[config.mk]
export PLATFORM = sky130hd
export DESIGN_NAME = if_id_stage
export DESIGN_NICKNAME = d
export VERILOG_FILES = /design/src/rtl/if_id_stage_pkg.sv /design/src/rtl/if_pc_reg.sv /design/src/rtl/if_id_stage.sv
export SDC_FILE = /design/constraint.sdc
export NUM_CORES = 1
export LEC_CHECK = 0
export BUFFER_PORTS_ARGS = -buffer_cell sky130_fd_sc_hd__clkbuf_2
export CAP_MARGIN = 20
export CORE_MARGIN = 2
export CORE_UTILIZATION = 50
export DETAILED_ROUTE_END_ITERATION = 16
export PLACE_DENSITY = 0.89
export SLEW_MARGIN = 10
export SYNTH_ARGS = -nofsm -noshare
export SYNTH_HDL_FRONTEND = slang
export SYNTH_SLANG_ARGS = --single-unit
[constraint.sdc]
create_clock -name clk -period 2.1 [get_ports clk]
set_input_delay 0.315 -clock clk [delete_from_list [all_inputs] [get_ports clk]]
set_output_delay 0.315 -clock clk [all_outputs]
set_load 0.02 [all_outputs]
[src/rtl/if_id_stage_pkg.sv]
// Shared definitions for the fetch stage and IF/ID register: bubble word,
// FSM encodings, reset PC sentinel and the IF/ID payload.
package if_id_stage_pkg;

    localparam int unsigned XLEN = 32;

    localparam logic [XLEN-1:0] IF_NOP_INST    = 32'h0000_0013;
    localparam logic [XLEN-1:0] IF_PC_SENTINEL = 32'hffff_fffc;

    typedef enum logic [1:0] {
        IF_BOOT = 2'd0,
        IF_RUN  = 2'd1,
        IF_HALT = 2'd2
    } if_state_e;

    typedef struct packed {
        logic [XLEN-1:0] pc;
        logic [XLEN-1:0] pc4;
        logic [XLEN-1:0] instr;
        logic            valid;
    } ifid_t;

    // Redirect targets are word aligned by clearing the low two bits.
    function automatic logic [XLEN-1:0] align_pc(input logic [XLEN-1:0] a);
        return {a[XLEN-1:2], 2'b00};
    endfunction

endpackage

[src/rtl/if_pc_reg.sv]
// Program counter register: redirect wins, otherwise hold or step by 4 (mod 2^32).
module if_pc_reg
    import if_id_stage_pkg::*;
#(
    parameter logic [XLEN-1:0] RESET_PC = 32'h0000_0000
) (
    input  logic            clk,
    input  logic            rst_n,
    input  logic            i_redirect,
    input  logic [XLEN-1:0] i_target,
    input  logic            i_hold,
    output logic [XLEN-1:0] o_pc
);

    logic [XLEN-1:0] r_pc;
    logic [XLEN-1:0] w_pc_nxt;

    always_comb begin
        w_pc_nxt = r_pc;
        if (i_redirect) begin
            w_pc_nxt = align_pc(i_target);
        end else if (!i_hold) begin
            w_pc_nxt = r_pc + XLEN'(4);
        end
    end

    always_ff @(posedge clk or negedge rst_n) begin
        if (!rst_n) begin
            r_pc <= RESET_PC;
        end else begin
            r_pc <= w_pc_nxt;
        end
    end

    assign o_pc = r_pc;

endmodule

[src/rtl/if_id_stage.sv]
// Fetch stage with IF/ID register and BOOT/RUN/HALT control.
// Optional stall/flush performance counters under IF_PERF_CNT_EN.
module if_id_stage
    import if_id_stage_pkg::*;
#(
    parameter logic [31:0] RESET_PC = 32'h0000_0000,
    parameter logic [31:0] NOP_INST = IF_NOP_INST
) (
    input  logic        clk,
    input  logic        rst_n,
    output logic [31:0] irom_addr,
    input  logic [31:0] irom_data,
    input  logic        stall,
    input  logic        redirect_EX,
    input  logic [31:0] redirect_target_EX,
    input  logic        halt_req,
    input  logic        resume,
    output logic [31:0] ID_PC,
    output logic [31:0] ID_pc4,
    output logic [31:0] ID_instruction,
    output logic        ID_valid,
    output logic        halted
`ifdef IF_PERF_CNT_EN
    ,
    output logic [31:0] perf_stall_cnt,
    output logic [31:0] perf_flush_cnt
`endif
);

    if_state_e r_state;
    if_state_e w_state_nxt;
    ifid_t     r_ifid;
    logic [XLEN-1:0] w_pc;
    logic      w_pc_redirect;
    logic      w_pc_hold;
    logic      w_ifid_load;
    logic      w_ifid_bubble;

    if_pc_reg #(
        .RESET_PC (RESET_PC)
    ) u_pc_reg (
        .clk        (clk),
        .rst_n      (rst_n),
        .i_redirect (w_pc_redirect),
        .i_target   (redirect_target_EX),
        .i_hold     (w_pc_hold),
        .o_pc       (w_pc)
    );

    always_ff @(posedge clk or negedge rst_n) begin
        if (!rst_n) begin
            r_state <= IF_BOOT;
        end else begin
            r_state <= w_state_nxt;
        end
    end

    // Next state and per-cycle PC / IF/ID control, redirect highest in RUN.
    always_comb begin
        w_state_nxt   = r_state;
        w_pc_redirect = 1'b0;
        w_pc_hold     = 1'b1;
        w_ifid_load   = 1'b0;
        w_ifid_bubble = 1'b0;
        case (r_state)
            IF_BOOT: begin
                w_ifid_bubble = 1'b1;
                w_state_nxt   = halt_req ? IF_HALT : IF_RUN;
            end
            IF_RUN: begin
                if (redirect_EX) begin
                    w_pc_redirect = 1'b1;
                    w_ifid_bubble = 1'b1;
                end else if (halt_req) begin
                    w_state_nxt   = IF_HALT;
                    w_ifid_bubble = 1'b1;
                end else if (!stall) begin
                    w_pc_hold   = 1'b0;
                    w_ifid_load = 1'b1;
                end
            end
            IF_HALT: begin
                w_ifid_bubble = 1'b1;
                w_pc_redirect = redirect_EX;
                if (resume && !halt_req) begin
                    w_state_nxt = IF_RUN;
                end
            end
            default: begin
                w_state_nxt = IF_BOOT;
            end
        endcase
    end

    // A bubble keeps ID_PC/ID_pc4 and only kills the instruction.
    always_ff @(posedge clk or negedge rst_n) begin
        if (!rst_n) begin
            r_ifid <= '{pc: IF_PC_SENTINEL, pc4: '0, instr: NOP_INST, valid: 1'b0};
        end else if (w_ifid_load) begin
            r_ifid <= '{pc: w_pc, pc4: w_pc + XLEN'(4), instr: irom_data, valid: 1'b1};
        end else if (w_ifid_bubble) begin
            r_ifid.instr <= NOP_INST;
            r_ifid.valid <= 1'b0;
        end
    end

    assign irom_addr      = w_pc;
    assign ID_PC          = r_ifid.pc;
    assign ID_pc4         = r_ifid.pc4;
    assign ID_instruction = r_ifid.instr;
    assign ID_valid       = r_ifid.valid;
    assign halted         = (r_state == IF_HALT);

`ifdef IF_PERF_CNT_EN
    logic [31:0] r_stall_cnt;
    logic [31:0] r_flush_cnt;
    logic        w_stall_evt;
    logic        w_flush_evt;

    assign w_stall_evt = (r_state == IF_RUN) && stall && !redirect_EX;
    assign w_flush_evt = ((r_state == IF_RUN) || (r_state == IF_HALT)) && redirect_EX;

    // Saturating event counters.
    always_ff @(posedge clk or negedge rst_n) begin
        if (!rst_n) begin
            r_stall_cnt <= '0;
            r_flush_cnt <= '0;
        end else begin
            if (w_stall_evt && (r_stall_cnt != '1)) begin
                r_stall_cnt <= r_stall_cnt + 32'd1;
            end
            if (w_flush_evt && (r_flush_cnt != '1)) begin
                r_flush_cnt <= r_flush_cnt + 32'd1;
            end
        end
    end

    assign perf_stall_cnt = r_stall_cnt;
    assign perf_flush_cnt = r_flush_cnt;
`endif

endmodule

==> results of run 1 <==
[power breakdown]
part | total [mW] | switching (mW) | internal (mW)
clock network | 3.02 | 1.13 | 1.89
logic | 4.58 | 2.98 | 1.60
registers | 4.25 | 0.778 | 3.47
[per-stage QoR]
stage | instance area [um^2] | setup TNS, ps | instances
floorplan | 5700 | 0 | 614
global placement | 6850 | 0 | 923
detailed placement | 6850 | 0 | 923
CTS | 7480 | 0 | 956
global route | 7500 | -115 | 956
finish | 7500 | 0 | 956
[layout make-up]
class / count / area (um^2) / area share
inverters: 8 / 30.0 / 0.00401
clock inverters: 15 / 188 / 0.0250
multi-input cells: 433 / 2300 / 0.306
repair buffers: 218 / 1210 / 0.162
well taps: 140 / 175 / 0.0234
clock buffers: 17 / 425 / 0.0567
flip-flops and latches: 125 / 3170 / 0.423
[worst max-delay path by stage]
stage | startpoint | end | slack, ps | cells past startpoint
2_1_floorplan | r_state[1] | u_pc_reg.o_pc[9] | 200 | 7
3_3_place_gp | r_state[0] | u_pc_reg.o_pc[26] | 80 | 7
3_5_place_dp | r_state[0] | u_pc_reg.o_pc[20] | 20 | 7
4_1_cts | r_state[1] | u_pc_reg.o_pc[30] | 100 | 7
5_1_grt | r_state[1] | u_pc_reg.o_pc[28] | -40 | 7
6_report | r_state[1] | u_pc_reg.o_pc[10] | 100 | 6
[registers in the layout, indices dropped and copies added (netlist names)]
register	cells
ID_pc4	30
r_state	2
u_pc_reg.o_pc	30
ID_instruction	32
ID_valid	1
ID_PC	30
[synth_stat cells (all sizes together) (2+ instances only)]
library cell and number:
a21o 3, a21oi 10, a221o 8, a22oi 12, a31oi 2, and3 8
buf 31, clkbuf 17, dfrtp 92, dfstp 33, ha 5, inv 8
nand2 198, nand3 17, nand4 7, nor2 12, nor3 6, nor3b 2
nor4 8, o21ai 92, o311ai 2, xnor2 9, xor2 18
[critical path: cells and delay by family (launching register included)]
family | cells | cell delay, ps
buffers and inverters | 2 | 320
flip-flops | 1 | 370
AND/OR/NAND/NOR | 2 | 840
adder cells (fa/ha/maj) | 1 | 210
AO/OA/AOI/OAI | 1 | 160
[layer usage]
layer	track usage	vias up	share of wire
met5	0	-	0
met4	0.0675	0	0.0086
li1	-	2428	-
met2	0.431	211	0.49
met1	0.330	2396	0.42
met3	0.0741	13	0.073
[cells by family after synthesis]
kind of cell / after synthesis
xor+xnor: 27
simple gates: 262
compound gates: 133
other cells: 1
fa+ha+maj: 5
buf+inv: 56
flops: 125
[what timing repair did]
action                     CTS  global route
pin swaps                    0             0
resized for setup            1             3
hold endpoints to repair    92             0
setup endpoints to repair    1             6
hold buffers                 1             0
==> flow_summary.json, run 1 <==
{
  "die_w_um": 111,
  "min_to": "ID_instruction[7]",
  "rsz0062_at_grt": "true",
  "globalRouteTotalUtil": 0.257,
  "ios": 200,
  "fin_crit_sh": 0.950,
  "layout_min_cycle_time_ps": 2000,
  "num-nets-final": 878,
  "antenna_found_initial": 0,
  "hold_depth": 3,
  "drt-vias-per-instance": 5.28,
  "ys_seq_area_frac": 0.558,
  "crit_required_ps": 2440,
  "dp_hpwl_um": 10500,
  "max_freq_mhz": 501,
  "startpoint_type": "flip-flop",
  "netlist_top_cells_area": "dfrtp_1 (41%), dfstp_2 (15%), nand2_1 (13%), o21ai_0 (7.0%), xor2_1 (2.8%)",
  "hold_path_class": "in2reg",
  "reg2reg_slack_ps": 100,
  "synth_top_area_frac": 0.405,
  "final_cell_mix": "nand2_1 (197), clkbuf_2 (190), dfrtp_1 (92)",
  "synth_adder_area_share": 0.0110,
  "finalMaxSlewViolations": 0,
  "grt_pass1_wl_um": 25400,
  "grt_pass1_vias": 5120,
  "criticalPathCategory": "reg2reg",
  "ir_drop_uv": 930,
  "die_area_um2": 12200,
  "p_total_mw": 11.8,
  "drtAntennaViolNets": 0,
  "skew_ps": 9.02,
  "cts_inserted_buffers": 17,
  "initialDrtViolationCount": 396,
  "reg2regPathDepth": 6,
  "cp_slowest_cell": "or4b_4",
  "drc": 0,
  "muxShareOfSynthArea": 0,
  "crit_path_end_kind": "flip-flop",
  "final_common_cell": "nand2_1",
  "postCtsSetupRepairBufs": 0,
  "crit_arrival_ps": 2330,
  "power_leakage_nw": 3.73,
  "synth_top_family_by_area": "simple AND/OR/NAND/NOR gates",
  "core_um2": 11000,
  "syn_inst": 609,
  "yosysWarnings": 0,
  "hold_viol_final": 0,
  "synthToLayoutAreaGrowth_pct": 32.0,
  "first_pass_iters": 5,
  "antennaDiodeCount": 0,
  "fillCellCount": 880,
  "synth_compound_area_frac": 0.136,
  "crit_fanout": 80,
  "r2r_start": "r_state[1]",
  "fp.dieH_um": 111,
  "power_per_cell_area_nw_per_um2": 1580,
  "min_from": "irom_data[7]",
  "synth-xor-area-share": 0.0416,
  "fin_hold_ws_ps": 102,
  "drive_gt1_frac": 0.363,
  "fin_util": 0.683,
  "synth_edf_count": 0,
  "synthArstFlopShare": 1.00,
  "syn_area_per_cell_um2": 9.32,
  "wl_per_cell_um": 15.9,
  "clk_latency_ps": 410,
  "start_util": 0.517,
  "yosysUniqueCellTypes": 43,
  "outcome": "complete, no violations",
  "gr-total-overflow": 0,
  "netlist_area_um2": 5680,
  "synth_flop_cell": "dfrtp_1",
  "yosysTopAreaCell": "dfrtp_1",
  "yosys.area_share.simple": 0.206,
  "cp_cell_sequence": "inv_1 -> ha_1 -> or4b_4 -> buf_12 -> nor4_2 -> a221o_1",
  "io_buffer_count": 191,
  "clockBufferDepth": 2,
  "vias": 5048,
  "max_stage_delay_ps": 530,
  "synth-seq-cells": 125,
  "cap_violations": 0,
  "cts_tree": "done",
  "wirelength_um": 15200,
  "gp_congestion": 0.803,
  "grt_max_degree": 90,
  "reg2reg_to": "u_pc_reg.o_pc[10]",
  "finalSetupViolations": 0,
  "pre_cts_ws_ps": 15.3,
  "postLayoutSetupSlackWorst_ps": 104,
  "path_clk_slew_ps": 60,
  "row_count": 38,
  "cts_sinks": 125,
  "cts_root_buf": "clkbuf_16",
  "htree_levels": 4
}
(Power assumes the default switching activity.)
==> inputs of run 2 (changes only) <==
--- a/config.mk
+++ b/config.mk
@@ -11,6 +11,7 @@
 export CORE_UTILIZATION = 50
 export DETAILED_ROUTE_END_ITERATION = 16
 export PLACE_DENSITY = 0.89
+export RECOVER_POWER = 25
 export SLEW_MARGIN = 10
 export SYNTH_ARGS = -nofsm -noshare
 export SYNTH_HDL_FRONTEND = slang
==> run 2 against run 1 <==
Clock power hardly changed. Critical path depth stayed put. Via count is 0.38% higher. Worst hold slack worse by 1.1 ps. Count of clock-buffer cells in the layout stayed put. Combinational power hardly changed.
==> flow_summary.json, run 2 (synthesis gave the netlist of run 1 again) <==
{
  "layout_min_cycle_time_ps": 2000,
  "drive_gt1_frac": 0.363,
  "skew_ps": 9.01,
  "gp_congestion": 0.803,
  "ir_drop_uv": 929,
  "ios": 200,
  "cap_violations": 0,
  "power_leakage_nw": 3.72,
  "crit_path_end_kind": "flip-flop",
  "cts_inserted_buffers": 17,
  "p_total_mw": 11.8,
  "grt_pass1_vias": 5120,
  "synthToLayoutAreaGrowth_pct": 31.8,
  "path_clk_slew_ps": 60,
  "outcome": "complete, no violations",
  "crit_fanout": 80,
  "stdcell_count": 956,
  "postCtsSetupRepairBufs": 0,
  "gr-total-overflow": 0,
  "power_per_cell_area_nw_per_um2": 1580,
  "core_um2": 11000,
  "globalRouteTotalUtil": 0.257,
  "placed_cells": 923,
  "finalMaxSlewViolations": 0,
  "grt_max_degree": 90,
  "num-nets-final": 878,
  "fp.dieH_um": 111,
  "hold_viol_final": 0,
  "final_cell_mix": "nand2_1 (197), clkbuf_2 (191), dfrtp_1 (92)",
  "hold_path_class": "in2reg",
  "fin_crit_sh": 0.952,
  "largest_reg_flops": 32,
  "die_w_um": 111,
  "vias": 5067,
  "startpoint_type": "flip-flop",
  "initialDrtViolationCount": 441,
  "clockBufferDepth": 2,
  "cts_tree": "done",
  "antennaDiodeCount": 0,
  "rsz0062_at_grt": "true",
  "grt_pass1_wl_um": 25400,
  "first_pass_iters": 6,
  "row_count": 38,
  "die_area_um2": 12200,
  "max_slew_margin": 0.196,
  "max_freq_mhz": 500,
  "dp_hpwl_um": 10500,
  "final_common_cell": "nand2_1",
  "fillCellCount": 883,
  "crit_required_ps": 2440,
  "cts_root_buf": "clkbuf_16",
  "crit_arrival_ps": 2340,
  "worst_slew_pin_slew_ps": 1210,
  "criticalPathCategory": "reg2reg",
  "drtAntennaViolNets": 0,
  "finalSetupViolations": 0,
  "cts_sinks": 125,
  "clk_latency_ps": 410,
  "htree_levels": 4,
  "wl_per_cell_um": 15.9,
  "start_util": 0.517,
  "antenna_found_initial": 0,
  "drt-vias-per-instance": 5.30,
  "io_buffer_count": 191,
  "setup_tns_ps": 0,
  "wirelength_um": 15200,
  "drc": 0
}
run 2: what timing repair did:
action | in CTS | in global routing
resized for setup | 1 | 3
hold endpoints to repair | 92 | 0
hold buffers | 1 | 0
endpoints found under the setup margin | 1 | 6
run 2: power breakdown:
group / total [mW] / leakage [nW] / switching (mW) / internal [mW]
Sequential: 4.25 / 1.55 / 0.778 / 3.47
Clock: 3.02 / 0.291 / 1.13 / 1.89
Combinational: 4.58 / 1.89 / 2.98 / 1.60
run 2: cell type report:
| cell class | instances | area [um^2] | area share |
|---|---|---|---|
| inverter | 8 | 30.0 | 0.00401 |
| sequential | 125 | 3170 | 0.424 |
| clock buffer | 17 | 425 | 0.0569 |
| tap | 140 | 175 | 0.0234 |
| timing repair buffer | 218 | 1200 | 0.160 |
| clock inverter | 15 | 188 | 0.0251 |
| multi-input combinational | 433 | 2300 | 0.307 |
run 2: per-layer routing:
metal	GRT usage	vias up	part of all wire
met5	0	-	0
met4	0.0675	0	0.010
met3	0.0741	18	0.072
met2	0.431	214	0.50
met1	0.330	2407	0.42
li1	-	2428	-
run 2: critical path, cell delays in order (launching register included):
cell,delay [ps]
dfrtp_1,370
inv_1,90
ha_1,210
or4b_4,530
buf_12,230
nor4_2,310
a221o_1,160
run 2: metrics by stage:
step / instance area, um^2 / util / worst slack, ps / hold slack (ps)
after CTS: 7480 / 0.681 / 102 / 90.2
after global placement: 6850 / 0.624 / 80.0 / 395
final: 7480 / 0.681 / 100 / 101
after detailed placement: 6850 / 0.624 / 15.3 / 399
after global routing: 7480 / 0.681 / -38.9 / 101
after floorplan: 5700 / - / 201 / 19.4
run 2: worst paths after layout:
| path | slack (ps) | from | endpoint | depth (start not counted) |
|---|---|---|---|---|
| hold reg to reg | 460 | ID_PC[11] | ID_PC[11] | 2 |
| setup reg to reg | 100 | r_state[1] | u_pc_reg.o_pc[10] | 6 |
| hold / removal | 100 | irom_data[7] | ID_instruction[7] | 3 |
| min in group asynchronous | 650 | rst_n | ID_instruction[20] | 3 |
| setup / recovery | 100 | r_state[1] | u_pc_reg.o_pc[10] | 6 |
| max in group asynchronous | 490 | rst_n | ID_pc4[18] | 3 |
==> inputs of run 3 (changes only) <==
--- a/config.mk
+++ b/config.mk
@@ -7,8 +7,10 @@
 export LEC_CHECK = 0
 export BUFFER_PORTS_ARGS = -buffer_cell sky130_fd_sc_hd__clkbuf_2
 export CAP_MARGIN = 20
+export CELL_PAD_IN_SITES_DETAIL_PLACEMENT = 0
+export CELL_PAD_IN_SITES_GLOBAL_PLACEMENT = 1
 export CORE_MARGIN = 2
-export CORE_UTILIZATION = 50
+export CORE_UTILIZATION = 37
 export DETAILED_ROUTE_END_ITERATION = 16
 export PLACE_DENSITY = 0.89
 export RECOVER_POWER = 25
==> run 3 against run 2 <==
First-iteration DRC count shrank 45%. Global-route usage is 6.0 points lower. Clock power shrank 10%. Die area increased by 34%. Combinational power hardly changed. Critical path type unchanged. Via count down 0.93%. Critical path depth stayed put. Highest routed layer unchanged. Non-clock buffer count rose by 10. Core utilization decreased by 18 points. Clock skew is 0.81 ps higher. Sequential power hardly changed. Count of clock-buffer cells in the layout rose by 8.
==> flow_summary.json, run 3 (synthesis gave the netlist of run 1 again) <==
{
  "min_from": "irom_data[4]",
  "drive_gt1_frac": 0.362,
  "layout_min_cycle_time_ps": 1970,
  "htree_levels": 4,
  "die_w_um": 128,
  "ir_drop_uv": 546,
  "drt-vias-per-instance": 4.95,
  "worstSetupStartpoint": "r_state[1]",
  "p_seq_frac": 0.367,
  "postLayoutSetupSlackWorst_ps": 129,
  "fp.dieH_um": 128,
  "dp_hpwl_um": 11000,
  "row_count": 45,
  "min_to": "ID_instruction[4]",
  "globalRouteTotalUtil": 0.197,
  "drc": 0,
  "power_per_cell_area_nw_per_um2": 1530,
  "fin_crit_sh": 0.939,
  "num-nets-final": 888,
  "reg2regPathDepth": 6,
  "clockBufferDepth": 2,
  "max_slew_margin": 0.0451,
  "antennaDiodeCount": 0,
  "finalMaxSlewViolations": 0,
  "cts_root_buf": "clkbuf_16",
  "wirelength_um": 15600,
  "max_freq_mhz": 507,
  "placed_cells": 979,
  "crit_path_end_kind": "flip-flop",
  "final_common_cell": "nand2_1",
  "stdcell_count": 1014,
  "rsz0062_at_grt": "false",
  "final_cell_mix": "nand2_1 (197), clkbuf_2 (192), dfrtp_1 (92)",
  "p_total_mw": 11.5,
  "core_um2": 15100,
  "clkPwrFrac": 0.235,
  "cts_sinks": 125,
  "finalSetupViolations": 0,
  "p_sw_frac": 0.412,
  "p_sw_mw": 4.76,
  "outcome": "complete, no violations",
  "worst_slew_pin_slew_ps": 1430,
  "skew_ps": 9.82,
  "gr-total-overflow": 0,
  "fin_hold_ws_ps": 76.8,
  "criticalPathCategory": "reg2reg",
  "p_int_mw": 6.79,
  "cts_tree": "done",
  "pre_cts_ws_ps": 149,
  "io_buffer_count": 191,
  "first_pass_iters": 4,
  "pwr-share-comb": 0.398,
  "drtAntennaViolNets": 0,
  "hold_path_class": "in2reg",
  "grt_max_degree": 81,
  "hold_depth": 3,
  "vias": 5020,
  "cts_inserted_buffers": 17,
  "synthToLayoutAreaGrowth_pct": 33.2,
  "path_clk_slew_ps": 50,
  "setup_tns_ps": 0,
  "largest_reg_flops": 32,
  "start_util": 0.376,
  "crit_required_ps": 2450,
  "crit_fanout": 27,
  "clk_latency_ps": 410,
  "reg2reg_slack_ps": 130,
  "grt_pass1_wl_um": 25300,
  "power_leakage_nw": 3.74,
  "die_area_um2": 16400,
  "wl_per_cell_um": 15.4,
  "cap_violations": 0,
  "reg2reg_to": "u_pc_reg.o_pc[9]",
  "antenna_found_initial": 0,
  "crit_arrival_ps": 2320,
  "gp_congestion": 0.758,
  "startpoint_type": "flip-flop",
  "grt_pass1_vias": 4946,
  "hold_viol_final": 0,
  "initialDrtViolationCount": 241,
  "ios": 200,
  "r2r_start": "r_state[1]"
}
## run 3: cell types whose count changed in the layout (fill, tap and decap cells not counted), moves of 2 or more
cell / previous run / this run
inv_6: 4 / 0
buf_4: 21 / 30
bufinv_16: 3 / 1
clkbuf_4: 2 / 0
clkinv_2: 1 / 3
clkinv_4: 4 / 0
clkbuf_8: 0 / 2
clkbuf_1: 0 / 6
## run 3: metal layers
metal | global-route usage | wire [um] | vias to the layer above
li1 | - | - | 2456
met2 | 0.312 | 7240 | 167
met4 | 0.0698 | 217 | 0
met1 | 0.260 | 7110 | 2378
met3 | 0.0580 | 1050 | 19
met5 | 0 | 0 | -
## run 3: how the worst max path moves through the flow
| stage | endpoint | slack, ps |
|---|---|---|
| after detailed placement | u_pc_reg.o_pc[28] | 150 |
| final | u_pc_reg.o_pc[9] | 130 |
| after global routing | u_pc_reg.o_pc[9] | 2 |
| after CTS | u_pc_reg.o_pc[28] | 140 |
| after floorplan | u_pc_reg.o_pc[9] | 200 |
| after global placement | u_pc_reg.o_pc[16] | 180 |
## run 3: final cells by class
class,count,area (um^2)
fillers,1438,7530
multi-input cells,433,2280
clock buffers,25,475
clock inverters,7,67.6
repair buffers,228,1300
flip-flops and latches,125,3170
inverters,8,30.0
well taps,188,235
## run 3: power by group through the flow
| stage | sequential, mW | clock [mW] | combinational (mW) |
|---|---|---|---|
| 3_3_place_gp | 4.23 | 0 | 4.56 |
| 3_5_place_dp | 4.27 | 0 | 4.61 |
| 5_1_grt | 4.36 | 2.90 | 5.09 |
| 6_report | 4.23 | 2.71 | 4.60 |
| 4_1_cts | 4.24 | 2.77 | 4.63 |
| 2_1_floorplan | 5.20 | 0 | 1.86 |
## run 3: worst max-delay path, stage by stage, from the launching register on
cell and delay [ps]:
dfrtp_1 370, inv_1 90, ha_1 210, or4b_4 550
buf_4 250, nor4_1 280, a221o_2 150
## run 3: timing repair
item | 4_1_cts | 5_1_grt
buffers inserted | 0 | 1
resized for setup | 0 | 3
endpoints found under the hold margin | 35 | 0
hold buffers | 1 | 0
setup endpoints to repair | 0 | 5
## run 3: through the flow
step	cell area [um^2]	util
after floorplan	5700	-
after detailed placement	6980	0.462
after global routing	7560	0.501
final	7560	0.501
after CTS	7530	0.499
after global placement	6980	0.462
